===== config.mk =====
export PLATFORM = sky130hd
export DESIGN_NAME = pb_debounce_flat
export DESIGN_NICKNAME = d
export VERILOG_FILES = /design/src/rtl/pb_debounce_pkg.sv /design/src/rtl/pb_debounce_if.sv /design/src/rtl/pb_debounce_sync2.sv /design/src/rtl/pb_debounce.sv /design/src/flat_wrapper.sv
export SDC_FILE = /design/constraint.sdc
export NUM_CORES = 1
export LEC_CHECK = 0
export CAP_MARGIN = 20
export CORE_MARGIN = 8
export CORE_UTILIZATION = 51
export CTS_CLUSTER_DIAMETER = 60
export DETAILED_ROUTE_END_ITERATION = 10
export PLACE_DENSITY_LB_ADDON = 0.3
export SYNTH_ARGS = -nofsm -noshare
export SYNTH_HDL_FRONTEND = slang
export SYNTH_HIERARCHICAL = 1
export SYNTH_SLANG_ARGS = --single-unit
export TNS_END_PERCENT = 1

===== constraint.sdc =====
create_clock -name clk -period 2.15 [get_ports clk]
set_input_delay 0.43 -clock clk [delete_from_list [all_inputs] [get_ports clk]]
set_output_delay 0.43 -clock clk [all_outputs]
set_load 0.01 [all_outputs]

===== src/rtl/pb_debounce_pkg.sv =====
// Shared types and constants for the pb_debounce pushbutton conditioner.
package pb_pkg;

    typedef enum logic [1:0] {
        IDLE_HI = 2'd0,
        CHK_LO  = 2'd1,
        HELD_LO = 2'd2,
        CHK_HI  = 2'd3
    } pb_state_t;

    localparam int unsigned PB_DEBOUNCE_DEF = 32'd500000;
    localparam int unsigned PB_LONG_DEF     = 32'd50000000;
    localparam int unsigned PB_DEBOUNCE_SIM = 32'd4;

endpackage


===== src/rtl/pb_debounce_if.sv =====
// Pushbutton pin and conditioned outputs; long_press exists only with PB_LONG_PRESS_EN.
interface pb_debounce_if;

    logic PB;
    logic pb_level;
    logic pressed;
    logic released;
`ifdef PB_LONG_PRESS_EN
    logic long_press;

    modport master (output PB, input pb_level, input pressed, input released, input long_press);
    modport slave  (input PB, output pb_level, output pressed, output released, output long_press);
`else
    modport master (output PB, input pb_level, input pressed, input released);
    modport slave  (input PB, output pb_level, output pressed, output released);
`endif

endinterface


===== src/rtl/pb_debounce_sync2.sv =====
// Generic two-flop synchronizer; both stages load RST_VAL on synchronous reset.
module sync2 #(
    parameter logic RST_VAL = 1'b1
) (
    input  logic clk,
    input  logic rst,
    input  logic d_i,
    output logic q_o
);

    logic s1_q;
    logic s2_q;

    // metastability filter for the asynchronous pin
    always_ff @(posedge clk) begin
        if (rst) begin
            s1_q <= RST_VAL;
            s2_q <= RST_VAL;
        end else begin
            s1_q <= d_i;
            s2_q <= s1_q;
        end
    end

    assign q_o = s2_q;

endmodule


===== src/rtl/pb_debounce.sv =====
// Counter-based debouncer for an active-low pushbutton with registered level and strobes.
// Optional long-press detection is built when PB_LONG_PRESS_EN is defined.
module pb_debounce
    import pb_pkg::*;
#(
    parameter int unsigned DEBOUNCE_CYC = PB_DEBOUNCE_DEF,
    parameter int unsigned LONG_CYC     = PB_LONG_DEF
) (
    input  logic         clk,
    input  logic         rst,
    pb_debounce_if.slave bus
);

    localparam int unsigned CW       = $clog2(DEBOUNCE_CYC + 1);
    localparam int unsigned LAST_INT = (DEBOUNCE_CYC > 1) ? (DEBOUNCE_CYC - 2) : 0;
    localparam logic [CW-1:0] CNT_LAST = CW'(LAST_INT);
    localparam logic ONE_CYC = (DEBOUNCE_CYC == 1);

    logic          s2_s;
    pb_state_t     state_q, state_d;
    logic [CW-1:0] cnt_q, cnt_d;
    logic          level_q, level_d;
    logic          pressed_q, pressed_d;
    logic          released_q, released_d;
    logic          enter_held_s;
    logic          rel_qual_s;
    logic          rel_block_s;

    sync2 #(.RST_VAL(1'b1)) u_sync (
        .clk (clk),
        .rst (rst),
        .d_i (bus.PB),
        .q_o (s2_s)
    );

    // The edge that leaves a stable state already counts as the first stable sample,
    // so qualification happens when the count reaches DEBOUNCE_CYC-2.
    always_comb begin
        state_d      = state_q;
        cnt_d        = cnt_q;
        level_d      = level_q;
        pressed_d    = 1'b0;
        enter_held_s = 1'b0;
        rel_qual_s   = 1'b0;
        case (state_q)
            IDLE_HI: begin
                cnt_d = '0;
                if (!s2_s) begin
                    if (ONE_CYC) begin
                        state_d      = HELD_LO;
                        level_d      = 1'b0;
                        pressed_d    = 1'b1;
                        enter_held_s = 1'b1;
                    end else begin
                        state_d = CHK_LO;
                    end
                end else begin
                    state_d = IDLE_HI;
                end
            end
            CHK_LO: begin
                if (s2_s) begin
                    state_d = IDLE_HI;
                    cnt_d   = '0;
                end else if (cnt_q == CNT_LAST) begin
                    state_d      = HELD_LO;
                    cnt_d        = '0;
                    level_d      = 1'b0;
                    pressed_d    = 1'b1;
                    enter_held_s = 1'b1;
                end else begin
                    cnt_d = cnt_q + 1'b1;
                end
            end
            HELD_LO: begin
                cnt_d = '0;
                if (s2_s) begin
                    if (ONE_CYC) begin
                        state_d    = IDLE_HI;
                        level_d    = 1'b1;
                        rel_qual_s = 1'b1;
                    end else begin
                        state_d = CHK_HI;
                    end
                end else begin
                    state_d = HELD_LO;
                end
            end
            CHK_HI: begin
                if (!s2_s) begin
                    state_d = HELD_LO;
                    cnt_d   = '0;
                end else if (cnt_q == CNT_LAST) begin
                    state_d    = IDLE_HI;
                    cnt_d      = '0;
                    level_d    = 1'b1;
                    rel_qual_s = 1'b1;
                end else begin
                    cnt_d = cnt_q + 1'b1;
                end
            end
            default: begin
                state_d = IDLE_HI;
                cnt_d   = '0;
                level_d = 1'b1;
            end
        endcase
        released_d = rel_qual_s & ~rel_block_s;
    end

    // FSM, counter and output strobe registers
    always_ff @(posedge clk) begin
        if (rst) begin
            state_q    <= IDLE_HI;
            cnt_q      <= '0;
            level_q    <= 1'b1;
            pressed_q  <= 1'b0;
            released_q <= 1'b0;
        end else begin
            state_q    <= state_d;
            cnt_q      <= cnt_d;
            level_q    <= level_d;
            pressed_q  <= pressed_d;
            released_q <= released_d;
        end
    end

`ifdef PB_LONG_PRESS_EN
    localparam int unsigned HW = $clog2(LONG_CYC + 1);
    localparam logic [HW-1:0] HOLD_MAX = HW'(LONG_CYC);

    logic [HW-1:0] hold_q, hold_d;
    logic          long_fired_q, long_fired_d;
    logic          long_press_q, long_press_d;

    // Hold timer runs while the debounced level is low; the release edge itself is not counted.
    always_comb begin
        hold_d       = hold_q;
        long_fired_d = long_fired_q;
        long_press_d = 1'b0;
        if (enter_held_s) begin
            hold_d = '0;
        end else if (((state_q == HELD_LO) || (state_q == CHK_HI)) && !rel_qual_s) begin
            if (hold_q != HOLD_MAX) begin
                hold_d = hold_q + 1'b1;
            end else begin
                hold_d = hold_q;
            end
            if ((hold_d == HOLD_MAX) && !long_fired_q) begin
                long_press_d = 1'b1;
                long_fired_d = 1'b1;
            end else begin
                long_press_d = 1'b0;
            end
        end else if (rel_qual_s) begin
            long_fired_d = 1'b0;
        end else begin
            hold_d = hold_q;
        end
    end

    // long-press registers
    always_ff @(posedge clk) begin
        if (rst) begin
            hold_q       <= '0;
            long_fired_q <= 1'b0;
            long_press_q <= 1'b0;
        end else begin
            hold_q       <= hold_d;
            long_fired_q <= long_fired_d;
            long_press_q <= long_press_d;
        end
    end

    assign rel_block_s    = long_fired_q;
    assign bus.long_press = long_press_q;
`else
    assign rel_block_s = 1'b0;
`endif

    assign bus.pb_level = level_q;
    assign bus.pressed  = pressed_q;
    assign bus.released = released_q;

endmodule


===== src/flat_wrapper.sv =====
// flat-port wrapper written by rule: the top's interface ports become plain ports
module pb_debounce_flat import pb_pkg::*;
#(
    parameter int unsigned DEBOUNCE_CYC = PB_DEBOUNCE_DEF,
    parameter int unsigned LONG_CYC     = PB_LONG_DEF
)
  (clk, rst, bus_PB, bus_pb_level, bus_pressed, bus_released);
  pb_debounce_if bus_i ();
  input  logic clk;
  input  logic rst;
  input wire logic [$bits(bus_i.PB)-1:0] bus_PB;
  output wire logic [$bits(bus_i.pb_level)-1:0] bus_pb_level;
  output wire logic [$bits(bus_i.pressed)-1:0] bus_pressed;
  output wire logic [$bits(bus_i.released)-1:0] bus_released;
  assign bus_i.PB = bus_PB;
  assign bus_pb_level = bus_i.pb_level;
  assign bus_pressed = bus_i.pressed;
  assign bus_released = bus_i.released;
  pb_debounce #(.DEBOUNCE_CYC(DEBOUNCE_CYC), .LONG_CYC(LONG_CYC)) u_core (.clk(clk), .rst(rst), .bus(bus_i));
endmodule

==> run_results.csv, run 1 <==
group,metric,value,unit
setup_path,r2r_slack,0.09,ns
worst_hold_path,min-delay-start,"u_core/u_sync/s1_q",
power_and_ir_drop,p_seq_frac,0.583,
clock_network,clock_path_buffers,2,
power_and_ir_drop,powerDensity,618,mW/mm²
setup_path,rr_worst_depth,5,
setup_path,path_cells,"or4bb_1 -> or4b_4 -> buf_4 -> or3_4 -> a21oi_2",
setup_path,crit_arrival,2.33,ns
power_and_ir_drop,p_total,0.000838,W
synth,synth_cell_types,29,
synth,async_flop_share,0,
synth,synth_top_area_cell,"dfxtp_1",
sta,setup_viol,0,
synth,synth_common_cells,"dfxtp_1, nor2_1, nand2_1, xnor2_1",
power_and_ir_drop,p_clk_frac,0.395,
setup_path,critical_path_class,"register to register",
synth,ys_ff_latch,26,
sta,final.setup_skew,0.00187,ns
route,routedWlPerCell,12.4,µm
power_and_ir_drop,leakage,0.409,nW
synth,synth_edf_count,0,
setup_path,cp-start-kind,"register",
finish,diodes,0,
synth,yosysSeqAreaShare,0.463,
clock_network,cts_buffers,3,
setup_path,slowest_delay,0.51,ns
worst_hold_path,min_to,"u_core/u_sync/q_o",
placement,portBuffers,5,
route,dr.pass1.iters,4,
finish,drive_above_1_share,0.168,
route,wl_met2,1.13,mm
placement,place_congestion,0.846,
route,met3_length,75,µm
synth,ys.flop_type,"dfxtp_1",
sta,finalHoldViolations,0,
sta,fmax,484,MHz
setup_path,crit_slowest_cell,"or4bb_1",
route,post-route-drc-count,0,
clock_network,cts_hold_buffers,0,
power_and_ir_drop,swShare,0.182,
sta,whs,0.426,ns
sta,worst_pin_slew,0.320,ns
worst_hold_path,whs_path_depth,1,
floorplan,die_w,63.0,µm
clock_network,cts_tree,"built",
synth,synth_fp_nets,131,
power_and_ir_drop,power_frac_comb,0.022,
global_routing,grt_overflow,0,
synth,yosysMostFrequentCell,"dfxtp_1",
sta,rsz0062_at_grt,"yes",
finish,final_net_count,149,
global_routing,track_usage,0.110,
placement,dp_hpwl,1.58,mm
floorplan,top_level_ports,6,
worst_hold_path,holdCritPathClass,"register to register",
floorplan,rows,17,
clock_network,clock_latency,0.32,ns
global_routing,grt_pass1_vias,850,
floorplan,coreArea,0.00215,mm²
floorplan,die_area,0.00396,mm²
synth,ys_top_cells_by_area,"dfxtp_1, xnor2_1, nor2_1",
synth,synth_top_cell_area_share,0.463,
synth,yosysWarnings,6,
power_and_ir_drop,ir_worst_vdd,0.000426,V
route,finalWirelength,2.12,mm
synth,synth_area,0.00112,mm²
route,ant_nets,0,
clock_network,clock-sinks,26,
route,drtIter0Drc,34,
clock_network,cts_root_buf,"clkbuf_4",
setup_path,rr_startpoint,"u_core/cnt_q[13]",
route,vias,940,
clock_network,htree_levels,1,
global_routing,grt_pass1_wl,3.59,mm
setup_path,crit_fanout,4,
setup_path,crit_path_end_kind,"register",
synth,postSynthAreaPerCell,8.93,µm²
sta,period_needed,2.06,ns
sta,maxSlewViolCount,0,
global_routing,grt_max_degree,20,
sta,fin_crit_sh,0.960,
route,maxUsedRoutingLayer,"met4",
finish,fin_area,0.00136,mm²
finish,filler_cell_count,180,
synth,syn_inst,126,
power_and_ir_drop,switching_power,0.000152,W
clock_network,clk_pin_slew,0.14,ns
route,viasPerCell,5.50,
outcome,run_status,"completed",
floorplan,start_util,0.524,
sta,slew_headroom,0.785,
setup_path,required,2.41,ns
job,cap_violations,0,
placement,post_dp_cell_area,0.00128,mm²
floorplan,die_h,63.0,µm
power_and_ir_drop,internal-power,0.000685,W
global_routing,antenna_found_initial,0,
route,route.layer.met1.wl,886,µm
finish,area_delta_synth_final,20.5,%
-- worst max path at each step --
stage | start | endpoint | slack (ns)
final | u_core/cnt_q[13] | register | 0.09
after global placement | u_core/cnt_q[0] | u_core/bus.pb_level | 0.04
after detailed placement | u_core/cnt_q[0] | u_core/bus.pb_level | 0.009
after global routing | u_core/cnt_q[0] | u_core/bus.pb_level | -0.02
after floorplan | u_core/cnt_q[0] | u_core/bus.pb_level | 0.01
after CTS | u_core/cnt_q[10] | u_core/bus.pb_level | 0.04
-- cell families after synthesis --
family                     Yosys count  synth area share
AOI/OAI and AO/OA                   17             0.100
xor gates and xnor gates            12            0.0934
adders and majority gates            2            0.0222
buffers and inverters                7            0.0311
DFF                                 26             0.463
and+or+nand+nor                     62             0.290
-- sequential cells by signal, indices dropped and copies added (netlist names), named ones only --
name                 count
u_core/cnt_q            19
u_core/u_sync/q_o        1
u_core/bus.pb_level      1
u_core/bus.pressed       1
u_core/u_sync/s1_q       1
u_core/state_q           1
u_core/bus.released      1
-- power by group through the flow --
| stage | combinational, W | sequential [W] | clock, W |
|---|---|---|---|
| 6_report | 0.0000182 | 0.000489 | 0.000331 |
| 2_1_floorplan | 0.00000713 | 0.000499 | 0 |
| 5_1_grt | 0.0000199 | 0.000489 | 0.000354 |
| 3_3_place_gp | 0.0000174 | 0.000499 | 0 |
| 4_1_cts | 0.0000182 | 0.000489 | 0.000337 |
| 3_5_place_dp | 0.0000181 | 0.000499 | 0 |
-- area by class of cell --
class / instances / area [µm²] / area share
clock buffers: 3 / 22.5 / 0.0166
repair buffers: 16 / 145 / 0.107
inverters: 4 / 15.0 / 0.0111
multi-input cells: 93 / 586 / 0.432
clock inverters: 1 / 30.0 / 0.0222
flip-flops and latches: 26 / 522 / 0.385
well taps: 28 / 35.0 / 0.0259
-- placed cells by master, fill, tap and decap left out, drive strengths merged, types with 4 or more instances in the layout --
cell type / n
inv: 4
xnor2: 9
clkdlybuf4s50: 5
buf: 11
nand3: 5
or3: 7
nor3: 4
nand2: 9
o21ai: 5
or2: 5
dfxtp: 26
nor2: 17
or4: 5
a21oi: 7
-- metal layers --
layer / vias up / track usage
met3: 4 / 0.0305
li1: 476 / -
met4: 0 / 0.0655
met1: 439 / 0.112
met2: 21 / 0.196
met5: - / 0
-- worst max-delay path, delay by kind of cell (launching register included) --
kind | cells | cell delay, ns
AO/OA/AOI/OAI | 1 | 0.11
buffers and inverters | 1 | 0.15
flip-flops | 1 | 0.42
AND/OR/NAND/NOR | 3 | 1.33
-- timing repair --
item	4_1_cts	5_1_grt
resized for setup	1	3
buffers inserted	1	0
pin swaps	1	1
cloned	0	0
setup endpoints to repair	2	2
-- metrics by stage --
stage                     std cells  setup TNS, ns  setup slack, ns   util
after floorplan                 126              0           0.0143      -
after global placement          166              0           0.0414  0.596
after detailed placement        166              0          0.00940  0.596
after CTS                       171              0           0.0405  0.625
after global routing            171        -0.0330          -0.0170  0.631
final                           171              0           0.0855  0.631
(Power assumes the default switching activity.)
==> run 2: changes to the inputs <==
--- a/config.mk
+++ b/config.mk
@@ -7,10 +7,10 @@
 export LEC_CHECK = 0
 export CAP_MARGIN = 20
 export CORE_MARGIN = 8
-export CORE_UTILIZATION = 51
+export CORE_UTILIZATION = 35
 export CTS_CLUSTER_DIAMETER = 60
 export DETAILED_ROUTE_END_ITERATION = 10
-export PLACE_DENSITY_LB_ADDON = 0.3
+export PLACE_DENSITY = 0.62
 export SYNTH_ARGS = -nofsm -noshare
 export SYNTH_HDL_FRONTEND = slang
 export SYNTH_HIERARCHICAL = 1
==> run_results.csv, run 2 (same netlist as run 1, synthesis figures left out) <==
group,metric,value,unit
outcome,run_status,"completed",
power_and_ir_drop,p_total,0.000704,W
clock_network,clk_pin_slew,0.13,ns
clock_network,cts_buffers,3,
setup_path,crit_fanout,3,
setup_path,r2r-end,"u_core/bus.pb_level",
power_and_ir_drop,internal-power,0.000562,W
power_and_ir_drop,powerDensity,523,mW/mm²
route,finalWirelength,2.14,mm
finish,drive_above_1_share,0.163,
floorplan,rows,20,
power_and_ir_drop,power_frac_comb,0.025,
floorplan,top_level_ports,6,
finish,final_net_count,148,
placement,post_dp_cell_area,0.00129,mm²
finish,diodes,0,
global_routing,grt_overflow,0,
worst_hold_path,holdCritPathClass,"register to register",
power_and_ir_drop,switching_power,0.000142,W
sta,finalHoldViolations,0,
sta,fin_crit_sh,0.980,
route,routedWlPerCell,11.6,µm
clock_network,clock_path_buffers,2,
sta,final.setup_skew,0.00718,ns
route,post-route-drc-count,0,
setup_path,crit_slowest_cell,"or4b_4",
power_and_ir_drop,swShare,0.201,
route,ant_nets,0,
route,dr.pass1.iters,4,
power_and_ir_drop,p_clk_frac,0.281,
clock_network,cts_root_buf,"clkbuf_4",
sta,period_needed,2.11,ns
setup_path,required,2.38,ns
setup_path,cp_top_family,"simple AND/OR/NAND/NOR gates",
finish,mostFrequentLayoutCells,"dfxtp_1, nor2_1, nand2_1, xnor2_1, buf_4",
global_routing,grt_pass1_wl,3.80,mm
worst_hold_path,min_to,"u_core/u_sync/q_o",
floorplan,die_h,72.7,µm
global_routing,antenna_found_initial,0,
setup_path,r2r_slack,0.04,ns
clock_network,htree_levels,1,
route,viasPerCell,4.99,
clock_network,clock_latency,0.31,ns
power_and_ir_drop,p_seq_frac,0.694,
placement,place_congestion,0.772,
power_and_ir_drop,ir_worst_vdd,0.000262,V
worst_hold_path,min-delay-start,"u_core/u_sync/s1_q",
power_and_ir_drop,leakage,0.390,nW
worst_hold_path,whs_path_depth,1,
setup_path,rr_worst_depth,6,
sta,setup_viol,0,
floorplan,coreArea,0.00305,mm²
sta,slew_headroom,0.785,
setup_path,slowest_delay,0.51,ns
sta,fmax,475,MHz
floorplan,start_util,0.368,
clock_network,cts_tree,"built",
setup_path,rr_startpoint,"u_core/cnt_q[0]",
clock_network,clock-sinks,26,
global_routing,grt_pass1_vias,940,
sta,rsz0062_at_grt,"yes",
global_routing,grt_max_degree,20,
sta,maxSlewViolCount,0,
finish,top_register,"u_core/cnt_q",
setup_path,path_buf_inv,1,
placement,dp_hpwl,1.62,mm
placement,portBuffers,5,
route,drtIter0Drc,38,
route,vias,923,
setup_path,crit_path_end_kind,"register",
finish,largest_reg_flops,19,
sta,worst_pin_slew,0.319,ns
finish,final_common_cell,"dfxtp_1",
job,cap_violations,0,
clock_network,cts_hold_buffers,0,
finish,area_delta_synth_final,19.7,%
finish,fin_area,0.00135,mm²
floorplan,die_w,72.7,µm
setup_path,path_cells,"inv_2 -> ha_4 -> or4bb_4 -> or4b_4 -> or3_1 -> a31o_1",
floorplan,die_area,0.00528,mm²
global_routing,track_usage,0.0915,
setup_path,cp-start-kind,"register",
setup_path,critical_path_class,"register to register",
setup_path,crit_arrival,2.33,ns
-- run 2: cell type report --
cell class / instances / area [µm²]
fill: 318 / 1710
tap: 44 / 55.1
sequential: 26 / 523
clock buffer: 3 / 22.5
timing repair buffer: 15 / 141
inverter: 4 / 15.0
multi-input combinational: 93 / 589
-- run 2: worst max path at each step --
stage	startpoint	to	slack, ns	cells after the start
after detailed placement	u_core/cnt_q[0]	u_core/bus.pb_level	-0.04	6
after global placement	u_core/cnt_q[0]	u_core/bus.pb_level	0.009	6
after floorplan	u_core/cnt_q[0]	u_core/bus.pb_level	0.01	6
after global routing	u_core/cnt_q[1]	u_core/bus.pb_level	-0.005	5
final	u_core/cnt_q[0]	u_core/bus.pb_level	0.04	6
after CTS	u_core/cnt_q[0]	u_core/bus.pb_level	0.03	6
-- run 2: layer usage --
| metal | GRT usage | routed length (µm) | part of all wire | vias to the layer above |
|---|---|---|---|---|
| li1 | - | - | - | 470 |
| met1 | 0.0852 | 893 | 0.42 | 438 |
| met2 | 0.172 | 1110 | 0.52 | 13 |
| met3 | 0.0343 | 109 | 0.051 | 2 |
| met4 | 0.0400 | 27 | 0.013 | 0 |
| met5 | 0 | 0 | 0 | - |
-- run 2: what timing repair did --
item / 4_1_cts / 5_1_grt
pin swaps: 1 / 5
gates resized for setup: 0 / 7
setup buffers: 0 / 1
endpoints found under the setup margin: 1 / 1
-- run 2: metrics by stage --
step | worst slack (ns) | hold WS, ns | util | setup TNS, ns | std cells
final | 0.0440 | 0.423 | 0.441 | 0 | 185
after floorplan | 0.0143 | 0.383 | - | 0 | 126
after global placement | 0.00854 | 0.390 | 0.424 | 0 | 181
after global routing | -0.00502 | 0.445 | 0.441 | -0.00854 | 185
after detailed placement | -0.0366 | 0.400 | 0.424 | -0.0366 | 181
after CTS | 0.0276 | 0.431 | 0.431 | 0 | 184
-- run 2: power by group through the flow --
stage / Clock (W) / Sequential [W] / Combinational, W
after CTS: 0.000209 / 0.000489 / 0.0000180
after detailed placement: 0 / 0.000499 / 0.0000180
after global placement: 0 / 0.000499 / 0.0000172
after global routing: 0.000224 / 0.000490 / 0.0000190
after floorplan: 0 / 0.000499 / 0.00000713
final: 0.000198 / 0.000489 / 0.0000179
==> run 3: changes to the inputs <==
--- a/config.mk
+++ b/config.mk
@@ -5,12 +5,12 @@
 export SDC_FILE = /design/constraint.sdc
 export NUM_CORES = 1
 export LEC_CHECK = 0
-export CAP_MARGIN = 20
+export CAP_MARGIN = 15
 export CORE_MARGIN = 8
 export CORE_UTILIZATION = 35
 export CTS_CLUSTER_DIAMETER = 60
 export DETAILED_ROUTE_END_ITERATION = 10
-export PLACE_DENSITY = 0.62
+export PLACE_DENSITY = 0.6
 export SYNTH_ARGS = -nofsm -noshare
 export SYNTH_HDL_FRONTEND = slang
 export SYNTH_HIERARCHICAL = 1
==> constraint.sdc (replaced) <==
create_clock -name clk -period 2.38 [get_ports clk]
set_input_delay 0.476 -clock clk [delete_from_list [all_inputs] [get_ports clk]]
set_output_delay 0.476 -clock clk [all_outputs]
set_load 0.01 [all_outputs]
==> run_results.csv, run 3 (same netlist as run 1, synthesis figures left out) <==
group,metric,value,unit
global_routing,use_met3,0.0343,
sta,final.setup_skew,0.00309,ns
sta,setup_tns,0,ns
global_routing,grt_pass1_wl,3.40,mm
setup_path,required,2.61,ns
route,drtIter0Drc,39,
power_and_ir_drop,powerDensity,531,mW/mm²
power_and_ir_drop,p_total,0.000679,W
finish,top_register,"u_core/cnt_q",
finish,area_delta_synth_final,13.6,%
placement,place_congestion,0.799,
setup_path,r2r-end,"u_core/bus.pb_level",
clock_network,clock_latency,0.32,ns
global_routing,grtUsageMet2,0.137,
sta,setup_viol,0,
setup_path,critical_path_class,"register to register",
sta,fin_crit_sh,0.948,
global_routing,grt_overflow,0,
sta,period_needed,2.26,ns
clock_network,htree_levels,1,
finish,final_net_count,140,
sta,finalHoldViolations,0,
power_and_ir_drop,leakage,0.350,nW
sta,maxSlewViolCount,0,
placement,pre_cts_slack,0.0867,ns
clock_network,cts_tree,"built",
setup_path,cp-startpoint,"u_core/cnt_q[0]",
sta,slew_headroom,0.772,
power_and_ir_drop,swShare,0.201,
sta,rsz0062_at_grt,"no",
clock_network,cts_buffers,3,
setup_path,r2r_slack,0.12,ns
sta,worst_pin_slew,0.339,ns
route,routedWlPerCell,11.4,µm
worst_hold_path,holdCritPathClass,"register to register",
setup_path,endpoint,"u_core/bus.pb_level",
setup_path,crit_fanout,5,
finish,mostFrequentLayoutCells,"dfxtp_1, nor2_1, nand2_1, xnor2_1",
finish,largest_reg_flops,19,
floorplan,die_area,0.00528,mm²
power_and_ir_drop,switching_power,0.000137,W
route,viasPerCell,4.90,
global_routing,grt_max_degree,20,
floorplan,die_w,72.7,µm
power_and_ir_drop,p_seq_frac,0.650,
clock_network,cts_root_buf,"clkbuf_4",
route,ant_nets,0,
global_routing,grt.busiest_layer,"met2",
power_and_ir_drop,internal-power,0.000542,W
finish,drive_above_1_share,0.0821,
finish,final_common_cell,"dfxtp_1",
sta,fmax,443,MHz
global_routing,met1_usage,0.0924,
route,post-route-drc-count,0,
global_routing,antenna_found_initial,0,
power_and_ir_drop,p_clk_frac,0.327,
power_and_ir_drop,power_frac_comb,0.023,
job,cap_violations,0,
route,finalWirelength,2.03,mm
placement,dp_hpwl,1.47,mm
setup_path,crit_slowest_cell,"or4b_4",
route,dr.pass1.iters,5,
setup_path,cp-start-kind,"register",
sta,layout_setup_ws,0.123,ns
floorplan,start_util,0.368,
floorplan,die_h,72.7,µm
global_routing,grt_pass1_vias,767,
global_routing,track_usage,0.0816,
setup_path,rr_startpoint,"u_core/cnt_q[0]",
setup_path,path_cells,"inv_1 -> ha_1 -> or4bb_1 -> or4b_4 -> or3_1 -> a31o_1",
placement,portBuffers,5,
power_and_ir_drop,ir_worst_vdd,0.000368,V
setup_path,rr_worst_depth,6,
setup_path,slowest_delay,0.56,ns
setup_path,crit_path_end_kind,"register",
floorplan,coreArea,0.00305,mm²
floorplan,top_level_ports,6,
clock_network,clock_path_buffers,2,
clock_network,cts_hold_buffers,0,
finish,diodes,0,
floorplan,rows,20,
outcome,run_status,"completed",
clock_network,clock-sinks,26,
clock_network,clk_pin_slew,0.14,ns
setup_path,crit_arrival,2.49,ns
route,vias,873,
[run 3: per-layer routing]
layer  vias up  share of wire
met1       401           0.47
li1        463              -
met5         -              0
met2         7           0.48
met4         0         0.0034
met3         2          0.041
[run 3: power by group through the flow]
stage	sequential [W]	combinational (W)	clock, W
after detailed placement	0.000451	0.0000158	0
after global placement	0.000451	0.0000154	0
after global routing	0.000442	0.0000167	0.000255
final	0.000442	0.0000155	0.000222
after CTS	0.000442	0.0000159	0.000237
after floorplan	0.000451	0.00000641	0
[run 3: layout make-up]
type	count	area (µm²)
clock buffer	4	36.3
fill	316	1780
inverter	4	15.0
multi-input combinational	93	573
sequential	26	520
tap	44	55.1
timing repair buffer	7	77.6
[run 3: timing repair]
item | 4_1_cts | 5_1_grt
setup endpoints to repair | 0 | 1
buffers inserted | 0 | 0
resized for setup | 0 | 1
endpoints found under the hold margin | 0 | 0
[run 3: how the worst min path moves through the flow]
stage	slack, ns	endpoint	start	cells after the start
floorplan	0.38	u_core/u_sync/q_o	u_core/u_sync/s1_q	1
global placement	0.39	u_core/u_sync/q_o	u_core/u_sync/s1_q	1
detailed placement	0.39	u_core/u_sync/q_o	u_core/u_sync/s1_q	1
CTS	0.43	u_core/u_sync/q_o	u_core/u_sync/s1_q	1
global route	0.44	u_core/u_sync/q_o	u_core/u_sync/s1_q	1
finish	0.42	u_core/u_sync/q_o	u_core/u_sync/s1_q	1
[run 3: critical path, delay by kind of cell (launching register included)]
| kind | cells | cell delay (ns) |
|---|---|---|
| flip-flops | 1 | 0.37 |
| AND/OR/NAND/NOR | 3 | 1.39 |
| adder cells (fa/ha/maj) | 1 | 0.13 |
| AO/OA/AOI/OAI | 1 | 0.22 |
| buffers and inverters | 1 | 0.06 |
[run 3: through the flow]
step            util  cells  hold WS, ns  cell area [µm²]
4_1_cts        0.417    178        0.430             1270
3_5_place_dp   0.405    174        0.392             1240
6_report       0.418    178        0.424             1280
5_1_grt        0.418    178        0.441             1280
3_3_place_gp   0.405    174        0.394             1240
2_1_floorplan      -    126        0.383             1120
